===== src/rtl/rv32_wb_arbiter.sv =====
// rv32_wb_arbiter: arbitrates the single integer register-file write port between the in-order
// main pipeline, the multi-cycle mul/div unit and the FPU.
//
// Each multi-cycle unit owns a one-entry result buffer. Buffered results drain into idle
// pipeline writeback slots under round-robin selection. A per-buffer age counter forces a
// pipeline stall once a buffered result has waited STARVE_LIMIT cycles. The write-port bundle
// is registered.
//
// Parameters:
//   STARVE_LIMIT  cycles a buffered result may wait before forcing its grant (1..15)
//   XLEN          data width
//
// Ports:
//   clk_i, rst_ni                      clock, asynchronous active-low reset
//   pipe_we_i/pipe_rd_i/pipe_data_i    pipeline writeback slot request
//   md_valid_i/md_rd_i/md_data_i       mul/div result, md_ready_o = buffer empty
//   fpu_valid_i/fpu_rd_i/fpu_data_i    FPU integer result, fpu_ready_o = buffer empty
//   pipe_stall_o                       pipeline slot not consumed; pipeline must hold it
//   wb_valid_o/wb_rd_o/wb_data_o       registered regfile write port
//   wb_src_o                           registered source tag: 00 pipe, 01 mul/div, 10 FPU
//
// Optional feature (macro WB_ARB_PERF_CNT_EN):
//   perf_stall_cnt_o      cycles with pipe_stall_o=1 (wraps at 2^32)
//   perf_unit_wait_cnt_o  cycles with a buffer valid but not granted (wraps at 2^32)

module rv32_wb_arbiter #(
  parameter int unsigned STARVE_LIMIT = 4,
  parameter int unsigned XLEN         = 32
) (
  input  logic            clk_i,
  input  logic            rst_ni,

  input  logic            pipe_we_i,
  input  logic [4:0]      pipe_rd_i,
  input  logic [XLEN-1:0] pipe_data_i,

  input  logic            md_valid_i,
  output logic            md_ready_o,
  input  logic [4:0]      md_rd_i,
  input  logic [XLEN-1:0] md_data_i,

  input  logic            fpu_valid_i,
  output logic            fpu_ready_o,
  input  logic [4:0]      fpu_rd_i,
  input  logic [XLEN-1:0] fpu_data_i,

  output logic            pipe_stall_o,

`ifdef WB_ARB_PERF_CNT_EN
  output logic [31:0]     perf_stall_cnt_o,
  output logic [31:0]     perf_unit_wait_cnt_o,
`endif

  output logic            wb_valid_o,
  output logic [4:0]      wb_rd_o,
  output logic [XLEN-1:0] wb_data_o,
  output logic [1:0]      wb_src_o
);

  localparam logic [3:0] StarveLim = 4'(STARVE_LIMIT);
  localparam logic [3:0] AgeMax    = 4'hF;

  localparam logic [1:0] SrcPipe = 2'b00;
  localparam logic [1:0] SrcMd   = 2'b01;
  localparam logic [1:0] SrcFpu  = 2'b10;

  // ---------------------------------------------------------------------------------------------
  // State
  // ---------------------------------------------------------------------------------------------
  logic            md_vld_q, md_vld_d;
  logic [4:0]      md_rd_q, md_rd_d;
  logic [XLEN-1:0] md_data_q, md_data_d;
  logic [3:0]      md_age_q, md_age_d;

  logic            fpu_vld_q, fpu_vld_d;
  logic [4:0]      fpu_rd_q, fpu_rd_d;
  logic [XLEN-1:0] fpu_data_q, fpu_data_d;
  logic [3:0]      fpu_age_q, fpu_age_d;

  // 0: mul/div wins the next tie, 1: FPU wins.
  logic            rr_q, rr_d;

  logic            wb_valid_q, wb_valid_d;
  logic [4:0]      wb_rd_q, wb_rd_d;
  logic [XLEN-1:0] wb_data_q, wb_data_d;
  logic [1:0]      wb_src_q, wb_src_d;

  // ---------------------------------------------------------------------------------------------
  // Request decode
  // ---------------------------------------------------------------------------------------------
  logic pipe_req;
  logic md_starved, fpu_starved, any_starved;
  logic md_load, fpu_load;
  logic gnt_pipe, gnt_md, gnt_fpu;

  // Ready looks only at registered state, so a buffer being drained this cycle cannot reload
  // on the same edge.
  assign md_ready_o  = ~md_vld_q;
  assign fpu_ready_o = ~fpu_vld_q;

  // Writes to x0 are architecturally dead: accepted but never buffered or written.
  assign pipe_req = pipe_we_i & (pipe_rd_i != 5'd0);
  assign md_load  = md_valid_i & md_ready_o & (md_rd_i != 5'd0);
  assign fpu_load = fpu_valid_i & fpu_ready_o & (fpu_rd_i != 5'd0);

  assign md_starved  = md_vld_q & (md_age_q >= StarveLim);
  assign fpu_starved = fpu_vld_q & (fpu_age_q >= StarveLim);
  assign any_starved = md_starved | fpu_starved;

  // A stall is only meaningful when the pipeline actually has a slot to hold.
  assign pipe_stall_o = any_starved & pipe_req;

  // ---------------------------------------------------------------------------------------------
  // Grant selection
  // ---------------------------------------------------------------------------------------------
  always_comb begin
    gnt_pipe = 1'b0;
    gnt_md   = 1'b0;
    gnt_fpu  = 1'b0;
    if (any_starved) begin
      if (md_starved && fpu_starved) begin
        gnt_md  = ~rr_q;
        gnt_fpu = rr_q;
      end else begin
        gnt_md  = md_starved;
        gnt_fpu = fpu_starved;
      end
    end else if (pipe_req) begin
      gnt_pipe = 1'b1;
    end else if (md_vld_q && fpu_vld_q) begin
      gnt_md  = ~rr_q;
      gnt_fpu = rr_q;
    end else begin
      gnt_md  = md_vld_q;
      gnt_fpu = fpu_vld_q;
    end
  end

  // Pointer moves past whichever unit was just served; pipe grants leave it alone.
  always_comb begin
    rr_d = rr_q;
    if (gnt_md) begin
      rr_d = 1'b1;
    end else if (gnt_fpu) begin
      rr_d = 1'b0;
    end
  end

  // ---------------------------------------------------------------------------------------------
  // Buffer next state
  // ---------------------------------------------------------------------------------------------
  always_comb begin
    md_vld_d  = md_vld_q;
    md_rd_d   = md_rd_q;
    md_data_d = md_data_q;
    md_age_d  = md_age_q;
    if (md_load) begin
      md_vld_d  = 1'b1;
      md_rd_d   = md_rd_i;
      md_data_d = md_data_i;
      md_age_d  = 4'd0;
    end else if (gnt_md) begin
      md_vld_d = 1'b0;
      md_age_d = 4'd0;
    end else if (md_vld_q && (md_age_q != AgeMax)) begin
      md_age_d = md_age_q + 4'd1;
    end
  end

  always_comb begin
    fpu_vld_d  = fpu_vld_q;
    fpu_rd_d   = fpu_rd_q;
    fpu_data_d = fpu_data_q;
    fpu_age_d  = fpu_age_q;
    if (fpu_load) begin
      fpu_vld_d  = 1'b1;
      fpu_rd_d   = fpu_rd_i;
      fpu_data_d = fpu_data_i;
      fpu_age_d  = 4'd0;
    end else if (gnt_fpu) begin
      fpu_vld_d = 1'b0;
      fpu_age_d = 4'd0;
    end else if (fpu_vld_q && (fpu_age_q != AgeMax)) begin
      fpu_age_d = fpu_age_q + 4'd1;
    end
  end

  // ---------------------------------------------------------------------------------------------
  // Write-port bundle; address/data/tag hold when nothing is granted
  // ---------------------------------------------------------------------------------------------
  always_comb begin
    wb_valid_d = gnt_pipe | gnt_md | gnt_fpu;
    wb_rd_d    = wb_rd_q;
    wb_data_d  = wb_data_q;
    wb_src_d   = wb_src_q;
    if (gnt_pipe) begin
      wb_rd_d   = pipe_rd_i;
      wb_data_d = pipe_data_i;
      wb_src_d  = SrcPipe;
    end else if (gnt_md) begin
      wb_rd_d   = md_rd_q;
      wb_data_d = md_data_q;
      wb_src_d  = SrcMd;
    end else if (gnt_fpu) begin
      wb_rd_d   = fpu_rd_q;
      wb_data_d = fpu_data_q;
      wb_src_d  = SrcFpu;
    end
  end

  always_ff @(posedge clk_i or negedge rst_ni) begin
    if (!rst_ni) begin
      md_vld_q   <= 1'b0;
      md_rd_q    <= 5'd0;
      md_data_q  <= '0;
      md_age_q   <= 4'd0;
      fpu_vld_q  <= 1'b0;
      fpu_rd_q   <= 5'd0;
      fpu_data_q <= '0;
      fpu_age_q  <= 4'd0;
      rr_q       <= 1'b0;
      wb_valid_q <= 1'b0;
      wb_rd_q    <= 5'd0;
      wb_data_q  <= '0;
      wb_src_q   <= SrcPipe;
    end else begin
      md_vld_q   <= md_vld_d;
      md_rd_q    <= md_rd_d;
      md_data_q  <= md_data_d;
      md_age_q   <= md_age_d;
      fpu_vld_q  <= fpu_vld_d;
      fpu_rd_q   <= fpu_rd_d;
      fpu_data_q <= fpu_data_d;
      fpu_age_q  <= fpu_age_d;
      rr_q       <= rr_d;
      wb_valid_q <= wb_valid_d;
      wb_rd_q    <= wb_rd_d;
      wb_data_q  <= wb_data_d;
      wb_src_q   <= wb_src_d;
    end
  end

  assign wb_valid_o = wb_valid_q;
  assign wb_rd_o    = wb_rd_q;
  assign wb_data_o  = wb_data_q;
  assign wb_src_o   = wb_src_q;

`ifdef WB_ARB_PERF_CNT_EN
  // ---------------------------------------------------------------------------------------------
  // Performance counters
  // ---------------------------------------------------------------------------------------------
  logic [31:0] perf_stall_q, perf_stall_d;
  logic [31:0] perf_wait_q, perf_wait_d;
  logic        unit_waiting;

  assign unit_waiting = (md_vld_q & ~gnt_md) | (fpu_vld_q & ~gnt_fpu);

  always_comb begin
    perf_stall_d = perf_stall_q;
    perf_wait_d  = perf_wait_q;
    if (pipe_stall_o) begin
      perf_stall_d = perf_stall_q + 32'd1;
    end
    if (unit_waiting) begin
      perf_wait_d = perf_wait_q + 32'd1;
    end
  end

  always_ff @(posedge clk_i or negedge rst_ni) begin
    if (!rst_ni) begin
      perf_stall_q <= 32'd0;
      perf_wait_q  <= 32'd0;
    end else begin
      perf_stall_q <= perf_stall_d;
      perf_wait_q  <= perf_wait_d;
    end
  end

  assign perf_stall_cnt_o     = perf_stall_q;
  assign perf_unit_wait_cnt_o = perf_wait_q;
`endif

endmodule

===== config.mk =====
export PLATFORM = sky130hd
export DESIGN_NAME = rv32_wb_arbiter
export DESIGN_NICKNAME = d
export VERILOG_FILES = /design/src/rtl/rv32_wb_arbiter.sv
export SDC_FILE = /design/constraint.sdc
export NUM_CORES = 1
export LEC_CHECK = 0
export ABC_AREA = 1
export CAP_MARGIN = 20
export CORE_MARGIN = 2
export CORE_UTILIZATION = 53
export DETAILED_ROUTE_END_ITERATION = 8
export GPL_TIMING_DRIVEN = 0
export PLACE_DENSITY = 0.95
export REMOVE_ABC_BUFFERS = 1
export SYNTH_ARGS = -nofsm -noshare
export SYNTH_HDL_FRONTEND = slang
export SYNTH_SLANG_ARGS = --single-unit

===== constraint.sdc =====
create_clock -name clk_i -period 2.1 [get_ports clk_i]
set_input_delay 0.42 -clock clk_i [delete_from_list [all_inputs] [get_ports clk_i]]
set_output_delay 0.42 -clock clk_i [all_outputs]
set_load 0.1 [all_outputs]

==> results.md, run 1 <==
* Ratio of final minimum period to clock period at 103%
* Peak VDD IR at 0.00138 V
* Layout Utilization at 80.0%
* Logic pwr share at 57.1%
* Top-area cell type share of the netlist area at 51.8%
* Setup TNS at -0.0697 ns
* Clock share of power at 17.2%
* Vias in the first global route at 6390
* Switch share at 52.6%
* Startpoint Class: primary input
* Drt first-iter violations at 872
* Failing checks: setup timing
* Total congestion overflow at 0
* CTS Buf Count at 17
* Buf/Inv on CP at 2
* Slew headroom at 31.2%
* Final Setup Violations at 2
* Area leader, netlist: dfrtp_1
* Synth Instances at 745
* Diode count at 0
* Synth area leaders: dfrtp_1, nand3_1, inv_1
* Residual DRC at 0
* Final hold vios at 0
* Final instance area at 8790 um2
* Skew final at 0.0149 ns
* Clk Tree Root Cell: clkbuf_16
* Total Routing Usage GR at 33.0%
* I/O pin total at 159
* Layout cells sized above 1 at 11.0%
* Fillers at 693
* Port Buffers at 158
* Min Tclk post-route at 2.17 ns
* P_sw at 8.71 mW
* HP Class: register to register
* Crit path depth at 5
* Worst hold margin at 0.483 ns
* Worst slew pin tran at 1.04 ns
* Die width at 111 um
* Area added between synthesis and finish at 45.4%
* Worst-case clock buffer depth at 2
* Max Transition Viols Final at 0
* Vias per cell at 6.08
* Ys async rst share at 100%
* Post-Synthesis Mean Instance Area at 8.11 um2
* Largest net degree at the start of global routing at 89
* Clk sink count at 125
* Drt total wl at 21.8 mm
* Die height at 111 um
* Via count at 6442
* Critical Path Sink Type: register
* Seq. cell area at 3130 um2
* Place WS at -1.39 ns
* Crit-path cells: clkdlybuf4s50_1 > inv_1 > nand3_1 > o311ai_2 > o21ai_0
* Worst path top cell family by delay: compound AO/OA/AOI/OAI gates
* Post-synth EDFFs at 0
* Most numerous cell in the Yosys netlist: nand3_1
* Nets at 1025
* CP Data Arrival Time at 2.37 ns
* Post-synthesis register bit count at 125
* Fmax at 462 MHz
* H-tree depth at 4
* Yosys cell types at 29
* Leakage power at 4.24 nW
* Top FF cell, synth: dfrtp_1
* Detailed Routing Iterations Pass 1 at 9
* Worst path required time at 2.30 ns
* R2R depth at 8
* PwrDens at 1880 nW/um2
* Setup slack, reg-to-reg at 0.03 ns
* CTS tree: done
* Hold Path Stages at 2
* Slowest CP cell: o311ai_2
* Crit Path Class: primary input to register
* Cell Count, Final, Fillers Out at 1060
* Post-synth top cells: nand3_1, dfrtp_1, inv_1
* Area occupied by multi-input gates at 2470 um2
* Internal power at 7.83 mW
* Sequential share of power at 25.7%
* Post-DP HPWL at 11.2 mm
* Core Area at 11000 um2
* RSZ-0062 raised after global routing: true
* Number of max-cap violations at 0
* Die Area at 12300 um2
* Setup WS post-layout at -0.0660 ns
* CP Max Fanout at 11
* Initial core utilization at 55.0%
* Seq/Total Area, Yosys at 51.8%
* Cells after DPL at 1000
* Outcome: finished with violations
* Global-route wire length before repair at 32.4 mm
* CP peak stage delay at 0.92 ns
* Yosys warning total at 0
* GP Congestion at 0.828
* Row count at 38
* Mapped cell area at 6040 um2
* Clock Latency Late Sink at 0.40 ns
* Placed instance area at 7770 um2
* Total power at 16.5 mW
* WL/cell at 20.6 um
* Clock Pin Slew Worst Setup and Hold Paths at 0.06 ns
* Initial antenna violation count at 0
* DRT antenna net count at 0
==> final cells by class <==
type                    instances  area share [%]
flip-flops and latches        125            35.6
multi-input cells             453            28.2
repair buffers                184            22.0
inverters                     124            5.51
clock buffers                  18            5.00
well taps                     140            1.99
clock inverters                14            1.52
repair inverters                2           0.185
==> sequential cells by signal, summed over array words and instances (netlist names), 2 cells and up <==
| register | flops |
|---|---|
| fpu_data_q | 32 |
| md_data_q | 32 |
| wb_data_o | 32 |
| fpu_rd_q | 5 |
| md_rd_q | 5 |
| wb_rd_o | 5 |
| fpu_age_q | 4 |
| md_age_q | 4 |
| wb_src_o | 2 |
==> cells in the final DEF, fill, tap and decap left out, drive strengths merged <==
| cell | Yosys | final |
|---|---|---|
| nand3 | 158 | 161 |
| inv | 124 | 127 |
| dfrtp | 125 | 125 |
| clkdlybuf4s50 | 0 | 113 |
| nand2 | 98 | 101 |
| o21ai | 49 | 50 |
| nor2 | 50 | 50 |
| nand4 | 39 | 39 |
| a21oi | 38 | 38 |
| dlygate4sd2 | 0 | 37 |
| buf | 41 | 27 |
| clkbuf | 10 | 19 |
| clkinvlp | 0 | 7 |
| clkinv | 0 | 5 |
| clkdlybuf4s15 | 0 | 4 |
| xor2 | 3 | 3 |
| ha | 2 | 2 |
| o311ai | 1 | 2 |
| nor3 | 2 | 2 |
| a21boi | 1 | 1 |
| o21bai | 1 | 1 |
| o21a | 1 | 1 |
| nor3b | 1 | 1 |
| xnor2 | 1 | 1 |
| bufinv | 0 | 1 |
| dlygate4sd3 | 0 | 1 |
| clkdlybuf4s18 | 0 | 1 |
==> cells by family after synthesis <==
family                     after synthesis  synth area share [%]
AOI/OAI and AO/OA                       91                  7.91
xor gates and xnor gates                 4                 0.580
adders and majority gates                2                 0.414
buffers and inverters                  175                  12.2
DFF                                    125                  51.8
and+or+nand+nor                        348                  27.2
==> power by group through the flow <==
stage / Combinational (mW) / Sequential, mW / Clock, mW
floorplan: 3.16 / 6.91 / 0
global placement: 8.03 / 4.15 / 0
CTS: 8.80 / 4.16 / 2.84
detailed placement: 8.56 / 4.20 / 0
finish: 9.44 / 4.25 / 2.85
global route: 9.90 / 4.36 / 2.99
==> metal layers <==
| metal | vias to the layer above | wire length (um) | GRT usage, % |
|---|---|---|---|
| li1 | 2773 | - | - |
| met1 | 3030 | 7660 | 41.6 |
| met4 | 0 | 1080 | 15.8 |
| met3 | 118 | 2690 | 9.46 |
| met5 | - | 0 | 0 |
| met2 | 521 | 10400 | 52.8 |
==> worst reg2reg max path, stage by stage (launching register included) <==
cell     delay, ns
dfrtp_1       0.43
inv_2         0.24
nor2_4        0.10
nor2_4        0.20
buf_4         0.20
nand3_4       0.27
inv_6         0.33
nand2_1       0.11
nand3_1       0.11
==> timing repair <==
| item | 4_1_cts | 5_1_grt |
|---|---|---|
| endpoints found under the setup margin | 94 | 79 |
| setup buffers | 8 | 9 |
| resized for setup | 82 | 18 |
| hold buffers | 1 | 0 |
| endpoints found under the hold margin | 37 | 0 |
| pin swaps | 6 | 6 |
| cloned | 6 | 4 |
==> path summary, 6_finish.rpt <==
kind | start | to
setup / recovery | md_rd_i[3] | md_data_q[0]$_DFFE_PN0P_
hold / removal | md_data_q[22]$_DFFE_PN0P_ | md_data_q[22]$_DFFE_PN0P_
setup reg to reg | md_vld_q$_DFFE_PN0P_ | wb_data_o[25]$_DFFE_PN0P_
hold reg to reg | md_data_q[22]$_DFFE_PN0P_ | md_data_q[22]$_DFFE_PN0P_
max in group asynchronous | rst_ni | wb_data_o[4]$_DFFE_PN0P_
min in group asynchronous | rst_ni | wb_src_o[1]$_DFFE_PN0P_
Note: power is estimated with default switching activity, not from simulation.
==> inputs of run 2 (changes only) <==
--- a/config.mk
+++ b/config.mk
@@ -7,11 +7,11 @@
 export LEC_CHECK = 0
 export ABC_AREA = 1
 export CAP_MARGIN = 20
-export CORE_MARGIN = 2
-export CORE_UTILIZATION = 53
+export CORE_MARGIN = 4
+export CORE_UTILIZATION = 45
 export DETAILED_ROUTE_END_ITERATION = 8
 export GPL_TIMING_DRIVEN = 0
-export PLACE_DENSITY = 0.95
+export PLACE_DENSITY = 0.85
 export REMOVE_ABC_BUFFERS = 1
 export SYNTH_ARGS = -nofsm -noshare
 export SYNTH_HDL_FRONTEND = slang
==> results.md, run 2 (synthesis gave the netlist of run 1 again) <==
* Outcome: finished with violations
* Failing checks: setup timing
* CP peak stage delay at 0.47 ns (-0.45 ns)
* Peak VDD IR at 0.00110 V (-20%)
* Initial core utilization at 45.8% (-9.2 points)
* Clk Tree Root Cell: clkbuf_16
* Commonest cells after routing, fill and taps aside: nand3_1, dfrtp_1, inv_1
* P_sw at 8.37 mW (-3.8%)
* Largest net degree at the start of global routing at 76 (-15%)
* Core Area at 13200 um2 (+20%)
* Fmax at 471 MHz (+1.9%)
* Clock Pin Slew Worst Setup and Hold Paths at 0.05 ns (about the same)
* Max Transition Viols Final at 0 (unchanged)
* Die Area at 15300 um2 (+25%)
* CP most frequent cell: nor2_4
* Critical Path Sink Type: output pin
* Area added between synthesis and finish at 46.6%
* Total congestion overflow at 0 (unchanged)
* Clock Latency Late Sink at 0.41 ns (about the same)
* Drt first-iter violations at 540 (-38%)
* Worst-case clock buffer depth at 2 (unchanged)
* DRT antenna net count at 0 (unchanged)
* Ratio of final minimum period to clock period at 101% (-1.9 points)
* Initial antenna violation count at 0 (unchanged)
* Worst path top cell family by delay: simple AND/OR/NAND/NOR gates
* Detailed Routing Iterations Pass 1 at 5 (-4)
* Skew final at 0.0116 ns (-0.00328 ns)
* Post-DP HPWL at 11.7 mm (+4.8%)
* Clk sink count at 125 (unchanged)
* Switch share at 50.7% (-2.0 points)
* Min Tclk post-route at 2.13 ns (-0.0409 ns)
* Port Buffers at 158 (unchanged)
* Worst hold margin at 0.479 ns (-0.00437 ns)
* Diode count at 0 (unchanged)
* Clock share of power at 18.4% (+1.2 points)
* Die height at 124 um (+12%)
* Row count at 42 (+11%)
* RSZ-0062 raised after global routing: true
* Drt total wl at 21.0 mm (-4.1%)
* Residual DRC at 0 (unchanged)
* Via count at 6014 (-6.6%)
* H-tree depth at 4 (unchanged)
* Slowest CP cell: dfrtp_1
* Fillers at 1014 (+46%)
* Global-route wire length before repair at 30.8 mm (-5.1%)
* Layout cells sized above 1 at 11.1% (+0.12 points)
* Nets at 1025 (unchanged)
* WL/cell at 19.1 um (-7.1%)
* Number of max-cap violations at 0 (unchanged)
* Worst path required time at 1.68 ns (-0.62 ns)
* Die width at 124 um (+12%)
* Total power at 16.5 mW (about the same)
* Most common cell after layout, fill and taps aside: nand3_1
* PwrDens at 1870 nW/um2 (-0.90%)
* Internal power at 8.15 mW (+4.1%)
* Final Setup Violations at 1 (-1)
* CTS tree: done
* Crit Path Class: register to output pin
* Sequential share of power at 25.4% (-0.3 points)
* Total Routing Usage GR at 26.9% (-6.2 points)
* Startpoint Class: register
* CTS Buf Count at 17 (unchanged)
* Slew headroom at 32.9% (+1.7 points)
* Leakage power at 4.27 nW (+0.81%)
* CP Max Fanout at 5 (-6)
* Vias in the first global route at 5970 (-6.6%)
* CP Data Arrival Time at 1.71 ns (-0.66 ns)
* Buf/Inv on CP at 1 (-1)
* Crit-path cells: nor2_1 > nor2_4 > nor2_4 > nor2_2 > buf_12
* Setup WS post-layout at -0.0250 ns (+0.0409 ns)
* GP Congestion at 0.865 (+4.4%)
* Vias per cell at 5.49 (-9.6%)
* Logic pwr share at 56.2% (-0.9 points)
* Final hold vios at 0 (unchanged)
* HP Class: register to register
* Worst slew pin tran at 1.01 ns (-0.0255 ns)
* I/O pin total at 159 (unchanged)
## run 2: power by group through the flow
stage	Combinational, mW	Clock, mW	Sequential, mW
final	9.29	3.05	4.19
after global routing	9.90	3.16	4.31
after CTS	8.95	3.06	4.15
after detailed placement	8.61	0	4.18
after global placement	8.08	0	4.12
after floorplan	3.16	0	6.91
## run 2: stage by stage
step | instance area, um2 | setup TNS, ns | instances | utilization (%) | setup WS [ns]
2_1_floorplan | 5770 | -88.23 | 694 | - | -1.07
3_3_place_gp | 7570 | -806.41 | 1028 | 57.4 | -4.35
3_5_place_dp | 7820 | -69.16 | 1036 | 59.3 | -1.35
4_1_cts | 8710 | 0 | 1084 | 66.1 | 0.00319
5_1_grt | 8860 | -0.808 | 1095 | 67.2 | -0.0757
6_report | 8860 | -0.0250 | 1095 | 67.2 | -0.0250
## run 2: worst register-to-register path: stages (launching register included)
cell,delay (ns)
dfrtp_1,0.45
o21ai_4,0.38
nand2_1,0.22
nor2_2,0.37
a21boi_4,0.14
buf_16,0.19
nand2_2,0.11
nor2_1,0.09
## run 2: worst paths after layout
path / startpoint / endpoint / slack [ns] / cells after the start
max: md_age_q[2]$_DFFE_PN0P_ / pipe_stall_o / -0.03 / 5
min: md_data_q[11]$_DFFE_PN0P_ / md_data_q[11]$_DFFE_PN0P_ / 0.48 / 2
max reg2reg: md_age_q[2]$_DFFE_PN0P_ / fpu_age_q[3]$_DFFE_PN0P_ / 0.02 / 7
min reg2reg: md_data_q[11]$_DFFE_PN0P_ / md_data_q[11]$_DFFE_PN0P_ / 0.48 / 2
max in group asynchronous: rst_ni / wb_data_o[23]$_DFFE_PN0P_ / 0.82 / 3
min in group asynchronous: rst_ni / wb_src_o[1]$_DFFE_PN0P_ / 0.53 / 2
## run 2: per-layer routing
layer / vias up / GRT usage [%] / wire [um]
met4: 0 / 13.0 / 698
met1: 2884 / 32.0 / 8050
met3: 49 / 7.58 / 1970
met2: 318 / 44.7 / 10200
met5: - / 0 / 0
li1: 2763 / - / -
## run 2: cell type report
type / count / area, um2 / area share, %
timing repair inverter: 1 / 7.51 / 0.0847
multi-input combinational: 453 / 2470 / 27.9
clock buffer: 27 / 553 / 6.24
inverter: 124 / 477 / 5.38
clock inverter: 4 / 72.6 / 0.819
timing repair buffer: 185 / 1930 / 21.7
tap: 176 / 220 / 2.49
sequential: 125 / 3130 / 35.3
## run 2: what timing repair did
action | 4_1_cts | 5_1_grt
cloned | 7 | 2
hold endpoints to repair | 53 | 0
resized for setup | 86 | 21
endpoints found under the setup margin | 94 | 64
setup buffers | 9 | 9
pin swaps | 6 | 6
hold buffers | 1 | 0
==> inputs of run 3 (changes only) <==
--- a/config.mk
+++ b/config.mk
@@ -8,10 +8,10 @@
 export ABC_AREA = 1
 export CAP_MARGIN = 20
 export CORE_MARGIN = 4
-export CORE_UTILIZATION = 45
+export CORE_UTILIZATION = 30
 export DETAILED_ROUTE_END_ITERATION = 8
 export GPL_TIMING_DRIVEN = 0
-export PLACE_DENSITY = 0.85
+export PLACE_DENSITY = 0.64
 export REMOVE_ABC_BUFFERS = 1
 export SYNTH_ARGS = -nofsm -noshare
 export SYNTH_HDL_FRONTEND = slang
==> results.md, run 3 (synthesis gave the netlist of run 1 again) <==
* Outcome: finished clean
* Fmax at 488 MHz (+3.7%)
* Met3 wire length at 1.38 mm (-30%)
* Row count at 51 (+21%)
* Worst slew pin tran at 1.03 ns (+0.0221 ns)
* Worst hold margin at 0.479 ns (-0.000295 ns)
* Clock share of power at 17.5% (-0.9 points)
* Peak VDD IR at 0.000842 V (-24%)
* Total Routing Usage GR at 18.1% (-8.8 points)
* Die width at 150 um (+21%)
* Number of max-cap violations at 0 (unchanged)
* Switch share at 51.7% (+1.0 points)
* Drt total wl at 20.5 mm (-2.3%)
* Area added between synthesis and finish at 44.6%
* Skew final at 0.00887 ns (-0.00274 ns)
* Uppermost layer routed: met4
* H-tree depth at 4 (unchanged)
* Post-DP HPWL at 12.2 mm (+3.9%)
* DR WL met2 at 9.72 mm (-5.0%)
* Sequential share of power at 26.3% (+0.9 points)
* Nets at 1010 (-1.5%)
* Die height at 150 um (+21%)
* Clk sink count at 125 (unchanged)
* Total congestion overflow at 0 (unchanged)
* Internal power at 7.56 mW (-7.3%)
* CP peak stage delay at 0.85 ns (+0.38 ns)
* Initial antenna violation count at 0 (unchanged)
* Initial core utilization at 30.7% (-15 points)
* Vias in the first global route at 5723 (-4.1%)
* Clk Tree Root Cell: clkbuf_16
* Wl on met1 at 9.14 mm (+14%)
* Leakage power at 4.16 nW (-2.6%)
* Worst reg2reg startpoint: md_age_q[3]$_DFFE_PN0P_
* GP Congestion at 0.742 (-14%)
* Worst path top cell family by delay: buffers and inverters
* WL/cell at 17.5 um (-8.4%)
* Vias per cell at 4.83 (-12%)
* DRT antenna net count at 0 (unchanged)
* Diode count at 0 (unchanged)
* CP Max Fanout at 2 (-3)
* Slew headroom at 31.5% (-1.5 points)
* Buf/Inv on CP at 1 (unchanged)
* Core Area at 19700 um2 (+49%)
* Residual DRC at 0 (unchanged)
* Final hold vios at 0 (unchanged)
* Max Transition Viols Final at 0 (unchanged)
* CP Launch Point: wb_rd_o[4]$_DFFE_PN0P_
* Crit Path Class: register to output pin
* Most common cell after layout, fill and taps aside: nand3_1
* CP Data Arrival Time at 1.63 ns (-0.08 ns)
* Largest net degree at the start of global routing at 76 (unchanged)
* CTS tree: done
* Drt first-iter violations at 261 (-52%)
* Ratio of final minimum period to clock period at 97.6% (-3.6 points)
* Final instance area at 8740 um2 (-1.4%)
* Min Tclk post-route at 2.05 ns (-0.0756 ns)
* Layout cells sized above 1 at 9.08% (-2.0 points)
* HP Class: register to register
* Logic pwr share at 56.2% (about the same)
* Slowest CP cell: clkdlybuf4s15_1
* Critical Path Sink Type: output pin
* Worst-case clock buffer depth at 2 (unchanged)
* Clock Latency Late Sink at 0.41 ns (about the same)
* Total power at 15.7 mW (-5.3%)
* I/O pin total at 159 (unchanged)
* PwrDens at 1790 nW/um2 (-4.0%)
* Crit-path cells: clkdlybuf4s15_1
* Worst path required time at 1.68 ns (about the same)
* CTS Buf Count at 17 (unchanged)
* RSZ-0062 raised after global routing: true
* Final Setup Violations at 0 (-1)
* Startpoint Class: register
* Commonest cells after routing, fill and taps aside: nand3_1, dfrtp_1, inv_1
* Detailed Routing Iterations Pass 1 at 4 (-1)
* Placed instance area at 7920 um2 (+1.3%)
* Global-route wire length before repair at 31.3 mm (+1.5%)
* Clock Pin Slew Worst Setup and Hold Paths at 0.06 ns (about the same)
* Die Area at 22500 um2 (+46%)
* Via count at 5638 (-6.3%)
* Port Buffers at 158 (unchanged)
* Hold Startpoint: fpu_rd_q[2]$_DFFE_PN0P_
* P_sw at 8.09 mW (-3.4%)
* Setup TNS at 0 ns (+0.0250 ns)
==> run 3: changes by cell type in the layout (fill, tap and decap cells not counted), sizes merged <==
cell / before / now
bufinv: 2 / 1
o21ai: 50 / 49
dlygate4sd2: 32 / 34
clkdlybuf4s18: 2 / 0
clkinv: 1 / 5
clkbuf: 28 / 24
buf: 28 / 17
nand3: 161 / 159
clkinvlp: 3 / 2
==> run 3: stage by stage <==
step / worst slack, ns / instances / util, %
CTS: 0.00269 / 1163 / 44.0
detailed placement: -1.36 / 1125 / 40.3
finish: 0.0506 / 1168 / 44.5
floorplan: -1.07 / 694 / -
global route: -0.0113 / 1168 / 44.5
global placement: -4.73 / 1117 / 39.1
==> run 3: layout make-up <==
type	instances	area, um2
clock buffers	23	478
clock inverters	7	65.1
fillers	2005	10900
inverters	124	490
multi-input cells	450	2440
flip-flops and latches	125	3130
well taps	265	332
repair buffers	174	1810
==> run 3: power by group through the flow <==
stage	clock network, mW	logic (mW)	registers, mW
floorplan	0	3.16	6.91
global placement	0	8.31	4.13
detailed placement	0	8.67	4.16
CTS	2.81	8.78	4.12
global route	2.91	9.50	4.26
finish	2.74	8.79	4.12
==> run 3: path summary, 6_finish.rpt <==
kind | endpoint | slack (ns) | cells past startpoint
max reg2reg | wb_rd_o[1]$_DFFE_PN0P_ | 0.09 | 9
min reg2reg | fpu_rd_q[2]$_DFFE_PN0P_ | 0.48 | 2
max in group asynchronous | wb_data_o[12]$_DFFE_PN0P_ | 0.79 | 3
max | wb_rd_o[4] | 0.05 | 1
min | fpu_rd_q[2]$_DFFE_PN0P_ | 0.48 | 2
min in group asynchronous | wb_src_o[1]$_DFFE_PN0P_ | 0.54 | 2
==> run 3: routing by layer <==
metal | vias to the layer above | GRT usage [%]
met5 | - | 0
met1 | 2715 | 23.5
met3 | 17 | 4.88
met4 | 0 | 4.67
met2 | 176 | 30.0
li1 | 2730 | -
==> run 3: timing repair <==
action | CTS | global route
endpoints found under the setup margin | 89 | 51
pin swaps | 1 | 4
hold buffers | 1 | 0
gates resized for setup | 90 | 13
buffers inserted | 4 | 3
hold endpoints to repair | 51 | 0
cloned | 3 | 2
==> patch 1: new RTL, flow settings as in run 2 <==
`XLEN`: 32 -> 48.
--- a/src/rtl/rv32_wb_arbiter.sv
+++ b/src/rtl/rv32_wb_arbiter.sv
@@ -27,3 +27,3 @@
   parameter int unsigned STARVE_LIMIT = 4,
-  parameter int unsigned XLEN         = 32
+  parameter int unsigned XLEN         = 48
 ) (
Ports: changed (resized fpu_data_i, md_data_i, pipe_data_i and wb_data_o); port bits go from 159 to 223. The function was not compared with the original's and may differ.
==> patch 1 against run 2 <==
- critical path depth increased by 1
- critical path type unchanged
- combinational power is 13% higher
- sequential cell count rose by 48
- clock skew is 0.0018 ns lower
- via count rose by 35%
- power grew 20%
- register-to-register slack improved by 0.04 ns
- count of clock-buffer cells in the layout is 6 lower
- worst setup slack better by 0.034 ns
- routed wire length rose by 31%
- final area increased by 33%
- area after synthesis grew 36%
==> patch 1: results (changes against run 2) <==
- The flow ran to the end, and the final reports show no timing, DRC or antenna violations.
- The critical path's largest stage delay was 0.45 ns (-0.02 ns).
- The via count of the first global-routing pass is 8144 (+36%).
- The cell depth of the worst flop-to-flop path is 10 (+3).
- In this design, the largest share of critical-path delay is due to flip-flops.
- The fraction of layout instances using a drive strength above 1 is 8.73% (-2.4 points).
- The core region area is 18000 sq um (+36%).
- The utilization of the core after routing is 65.8% (-1.4 points).
- The flop and latch count out of synthesis is 173 (+38%).
- The endpoint of the worst register-to-register path is wb_data_o[10].
- The worst hold slack after final layout is 0.475 ns (-0.00345 ns).
- The layout net count is 1449 (+41%).
- The final-layout clock-cell area share is 5.46% (-1.6 points).
- The wire length on met2 is 13.3 mm (+30%).
- The clock slew seen by the registers of the worst setup and hold paths is 0.07 ns (+0.02 ns).
- The wire length of the first global-routing pass is 42.4 mm (+38%).
- The multi-input gate count is 658 (+45%).
- The post-synthesis compound-gate area fraction is 10.8% (+2.9 points).
- The number of ordinary inverters in the final layout is 169 (+35%).
- The switching portion of total power is 50.8% (+0.18 points).
- The detailed-route wire length is 27.5 mm (+31%).
- The post-synthesis xor/xnor area fraction is 0.213% (-0.37 points).
- The count of mapped cells out of synthesis is 1056 (+42%).
- The count of input and output buffers is 222 (+41%).
- The global routing met1 resource utilization is 33.0% (+1.0 points).
- The number of clock buffer instances in the layout was 21 (-22%).
- The maximum ir drop on the vdd rail came to 1.26 mV (+14%).
- The total length of routed met3 wires is 2.40 mm (+22%).
- The initial DRC count is 480 (-11%).
- The end point of the worst hold path is wb_data_o[30].
- The static leakage is 5.88 nW (+38%).
- The largest net degree at the start of global routing is 98 (+29%).
- The met2 track utilization from global routing is 45.0% (+0.32 points).
- The buffer count excluding the clock tree in the final layout came to 264 (+43%).
- The largest fanout on the critical path is 4 (-1).
- The register area share after synthesis was 52.6% (+0.85 points).
- Counting instances in the post-synthesis netlist gives the leading cell types as sky130_fd_sc_hd__nand2_1 (287), sky130_fd_sc_hd__dfrtp_1 (173), sky130_fd_sc_hd__inv_1 (164), sky130_fd_sc_hd__nand3_1 (164), sky130_fd_sc_hd__o21ai_0 (155).
- The half-perimeter wire length of the detailed placement result is 15.5 mm (+33%).
- The critical hold path startpoint is wb_data_o[30].
- The global placer's final weighted congestion was 0.783 (-9.5%).
- The ratio of routed vias to standard cells was 5.32 (-3.1%).
- The met3 track demand over resource is 6.20% (-1.4 points).
- The number of inserted filler cells in the final layout was 1444 (+42%).
- The transition time of the tightest slew-check pin is 1.01 ns (+0.00292 ns).
- The proportion of final cell area spent on non-clock buffers came to 22.8% (+1.1 points).
- The share of synthesized cell area in full adder, half adder and majority cells was 0.304% (-0.11 points).
==> patch 1: cell families after synthesis <==
kind of cell,after synthesis
XOR/XNOR,2
AND/OR/NAND/NOR,474
AO/OA/AOI/OAI,173
adder cells (fa/ha/maj),2
buffers and inverters,232
flip-flops,173
==> patch 1: worst register-to-register path, delay by kind of cell, from the launching register on <==
family	cells	cell delay, ns
AND/OR/NAND/NOR	8	1.10
flip-flops	1	0.45
buffers and inverters	2	0.42
==> patch 1: what timing repair did <==
item / CTS / global route
endpoints found under the hold margin: 11 / 0
gates resized for setup: 96 / 44
pin swaps: 11 / 2
hold buffers: 1 / 0
gates cloned: 7 / 1
endpoints found under the setup margin: 143 / 69
setup buffers: 17 / 7
==> patch 1: power groups by stage <==
stage	Sequential (mW)	Combinational, mW	Clock [mW]
after floorplan	9.68	3.28	0
after global placement	5.80	9.82	0
after detailed placement	5.86	10.1	0
after CTS	5.80	10.4	3.55
after global routing	6.04	11.3	3.70
final	5.85	10.5	3.51
==> patch 2: new RTL, settings of run 2 <==
Without the edit above. `fpu_data_q` no longer has a reset.
--- a/src/rtl/rv32_wb_arbiter.sv
+++ b/src/rtl/rv32_wb_arbiter.sv
@@ -218,3 +218,2 @@
       fpu_rd_q   <= 5'd0;
-      fpu_data_q <= '0;
       fpu_age_q  <= 4'd0;
@@ -232,3 +231,2 @@
       fpu_rd_q   <= fpu_rd_d;
-      fpu_data_q <= fpu_data_d;
       fpu_age_q  <= fpu_age_d;
@@ -240,2 +238,6 @@
     end
+  end
+
+  always_ff @(posedge clk_i) begin
+    fpu_data_q <= fpu_data_d;
   end
Function: same outputs for any inputs over 10 cycles, from zero or initial values and one cycle with rst_ni low; that may be too few to reach the edited logic, so the function may still have changed.
==> patch 2 against run 2 <==
- final area fell by 4.6%
- worst setup slack improved by 0.055 ns
- routed wire length fell by 11%
- sequential share of layout area rose by 3.6 points
- sequential cell count is the same
- area after synthesis decreased by 1.1%
- power shrank 9.6%
- non-clock buffer count is 10 lower
- largest cell class unchanged
==> patch 2: results (changes against run 2) <==
- The number of inserted filler cells in the final layout was 1010 (-0.39%).
- The global routing met1 resource utilization came to 28.9% (-3.1 points).
- The global placer's final weighted congestion is 0.774 (-10%).
- The static leakage was 3.95 nW (-7.6%).
- The switching portion of total power is 52.2% (+1.6 points).
- Yosys attributes the largest share of cell area to sky130_fd_sc_hd__dfrtp_1 (39%), sky130_fd_sc_hd__edfxtp_1 (16%), sky130_fd_sc_hd__nand3_1 (13%).
- The met2 track utilization from global routing is 40.8% (-3.9 points).
- The layout net count was 948 (-7.5%).
- The register-to-register setup slack is 0.07 ns (+0.05 ns).
- The detailed-route wire length on metal 1 is 7.32 mm (-9.0%).
- The placed instance count came to 968 (-6.6%).
- The fraction of layout instances using a drive strength above 1 is 10.2% (-0.90 points).
- The setup clock skew after layout is 0.00569 ns (-0.00591 ns).
- The number of enable flip-flop cells after synthesis is 32 (+32).
- The largest net degree at the start of global routing is 51 (-33%).
- The number of unique standard cell types used by synthesis is 30 (+3.4%).
- The maximum ir drop on the vdd rail is 0.757 mV (-31%).
- The average wire per cell in the routed design is 18.4 um (-4.0%).
- The commonest cells after synthesis are sky130_fd_sc_hd__nand3_1 (153), sky130_fd_sc_hd__inv_1 (124), sky130_fd_sc_hd__dfrtp_1 (93).
- The total length of routed met3 wires was 1.56 mm (-21%).
- Among all stages on the critical path, the largest delay is contributed by sky130_fd_sc_hd__clkdlybuf4s50_1.
- The wire length of the first global-routing pass came to 27.8 mm (-9.7%).
- The worst max-slew margin expressed relative to the limit was 32.7% (-0.22 points).
- The all-layer global routing usage is 24.1% (-2.8 points).
- The initial DRC count is 530 (-1.9%).
- The largest fanout on the critical path is 6 (+1).
- The detailed-route via count came to 5512 (-8.3%).
- The synthesized area divided by synthesized cell count is 8.85 sq um (+9.1%).
- The wire length on met2 is 9.32 mm (-9.0%).
- The data arrival time of the critical path was 1.65 ns (-0.06 ns).
- The number of antenna violations at the first check in global routing is 0 (unchanged).
- The detailed-route wire length is 18.6 mm (-11%).
- The worst hold path class is in2async.
- The register area share after synthesis is 55.0% (+3.3 points).
- The half-perimeter wire length of the detailed placement result is 10.7 mm (-9.0%).
- The worst hold slack after final layout is 0.0186 ns (-0.460 ns).
- The critical path's largest stage delay is 0.43 ns (-0.04 ns).
- The utilization of the core after routing was 65.9% (-1.3 points).
- The flow ran to the end, and the final reports show no timing, DRC or antenna violations.
- The met3 track demand over resource is 7.50% (-0.082 points).
- The antenna diode count is 0 (unchanged).
==> patch 2: changes by cell type in the layout (fill, tap and decap cells not counted), moves of 6 or more <==
| cell | before | now |
|---|---|---|
| sky130_fd_sc_hd__clkbuf_8 | 9 | 2 |
| sky130_fd_sc_hd__edfxtp_1 | 0 | 32 |
| sky130_fd_sc_hd__dlygate4sd2_1 | 32 | 26 |
| sky130_fd_sc_hd__a21oi_1 | 37 | 3 |
| sky130_fd_sc_hd__buf_4 | 15 | 9 |
| sky130_fd_sc_hd__dfrtp_1 | 124 | 90 |
| sky130_fd_sc_hd__nor2_1 | 43 | 11 |
==> patch 2: kinds of logic (layout without fill, tap and decap cells) <==
group | count (synthesis) | in the layout | share of synthesized area (%)
AO/OA/AOI/OAI | 61 | 61 | 5.70
buffers and inverters | 171 | 335 | 12.3
adder cells (fa/ha/maj) | 2 | 2 | 0.419
XOR/XNOR | 3 | 3 | 0.440
AND/OR/NAND/NOR | 313 | 317 | 26.1
flip-flops | 125 | 125 | 55.0
==> patch 2: worst paths after layout <==
kind	startpoint	cells past startpoint	endpoint
setup / recovery	pipe_rd_i[1]	6	pipe_stall_o
hold / removal	rst_ni	1	md_age_q[0]
setup reg to reg	fpu_age_q[3]	7	wb_rd_o[2]
hold reg to reg	md_data_q[21]	2	md_data_q[21]
max in group asynchronous	rst_ni	2	md_data_q[16]
min in group clk_i	md_data_q[21]	2	md_data_q[21]
==> patch 2: final cells by class <==
cell class | count | share of cell area (%)
Sequential cell | 125 | 39.0
Tap cell | 172 | 2.55
Clock inverter | 9 | 0.578
Inverter | 128 | 5.95
Multi-Input combinational cell | 383 | 25.2
Timing Repair Buffer | 175 | 21.3
Clock buffer | 23 | 5.54
==> patch 2: timing repair <==
| item | 4_1_cts | 5_1_grt |
|---|---|---|
| endpoints found under the hold margin | 0 | 0 |
| pin swaps | 4 | 6 |
| gates cloned | 2 | 2 |
| buffers inserted | 7 | 5 |
| resized for setup | 75 | 29 |
| endpoints found under the setup margin | 93 | 91 |
==> patch 2: metrics by stage <==
| step | setup WS (ns) | TNS, ns |
|---|---|---|
| 6_report | 0.0304 | 0 |
| 5_1_grt | -0.0354 | -0.0570 |
| 4_1_cts | -0.0223 | -0.0223 |
| 3_5_place_dp | -1.15 | -59.54 |
| 3_3_place_gp | -3.05 | -480.23 |
| 2_1_floorplan | -1.07 | -53.91 |
==> patch 2: power by group through the flow <==
| stage | sequential [mW] | clock [mW] | combinational, mW |
|---|---|---|---|
| floorplan | 6.82 | 0 | 2.81 |
| global placement | 4.00 | 0 | 7.65 |
| detailed placement | 4.05 | 0 | 7.96 |
| CTS | 4.00 | 2.63 | 8.05 |
| global route | 4.13 | 2.74 | 8.88 |
| finish | 4.02 | 2.59 | 8.34 |
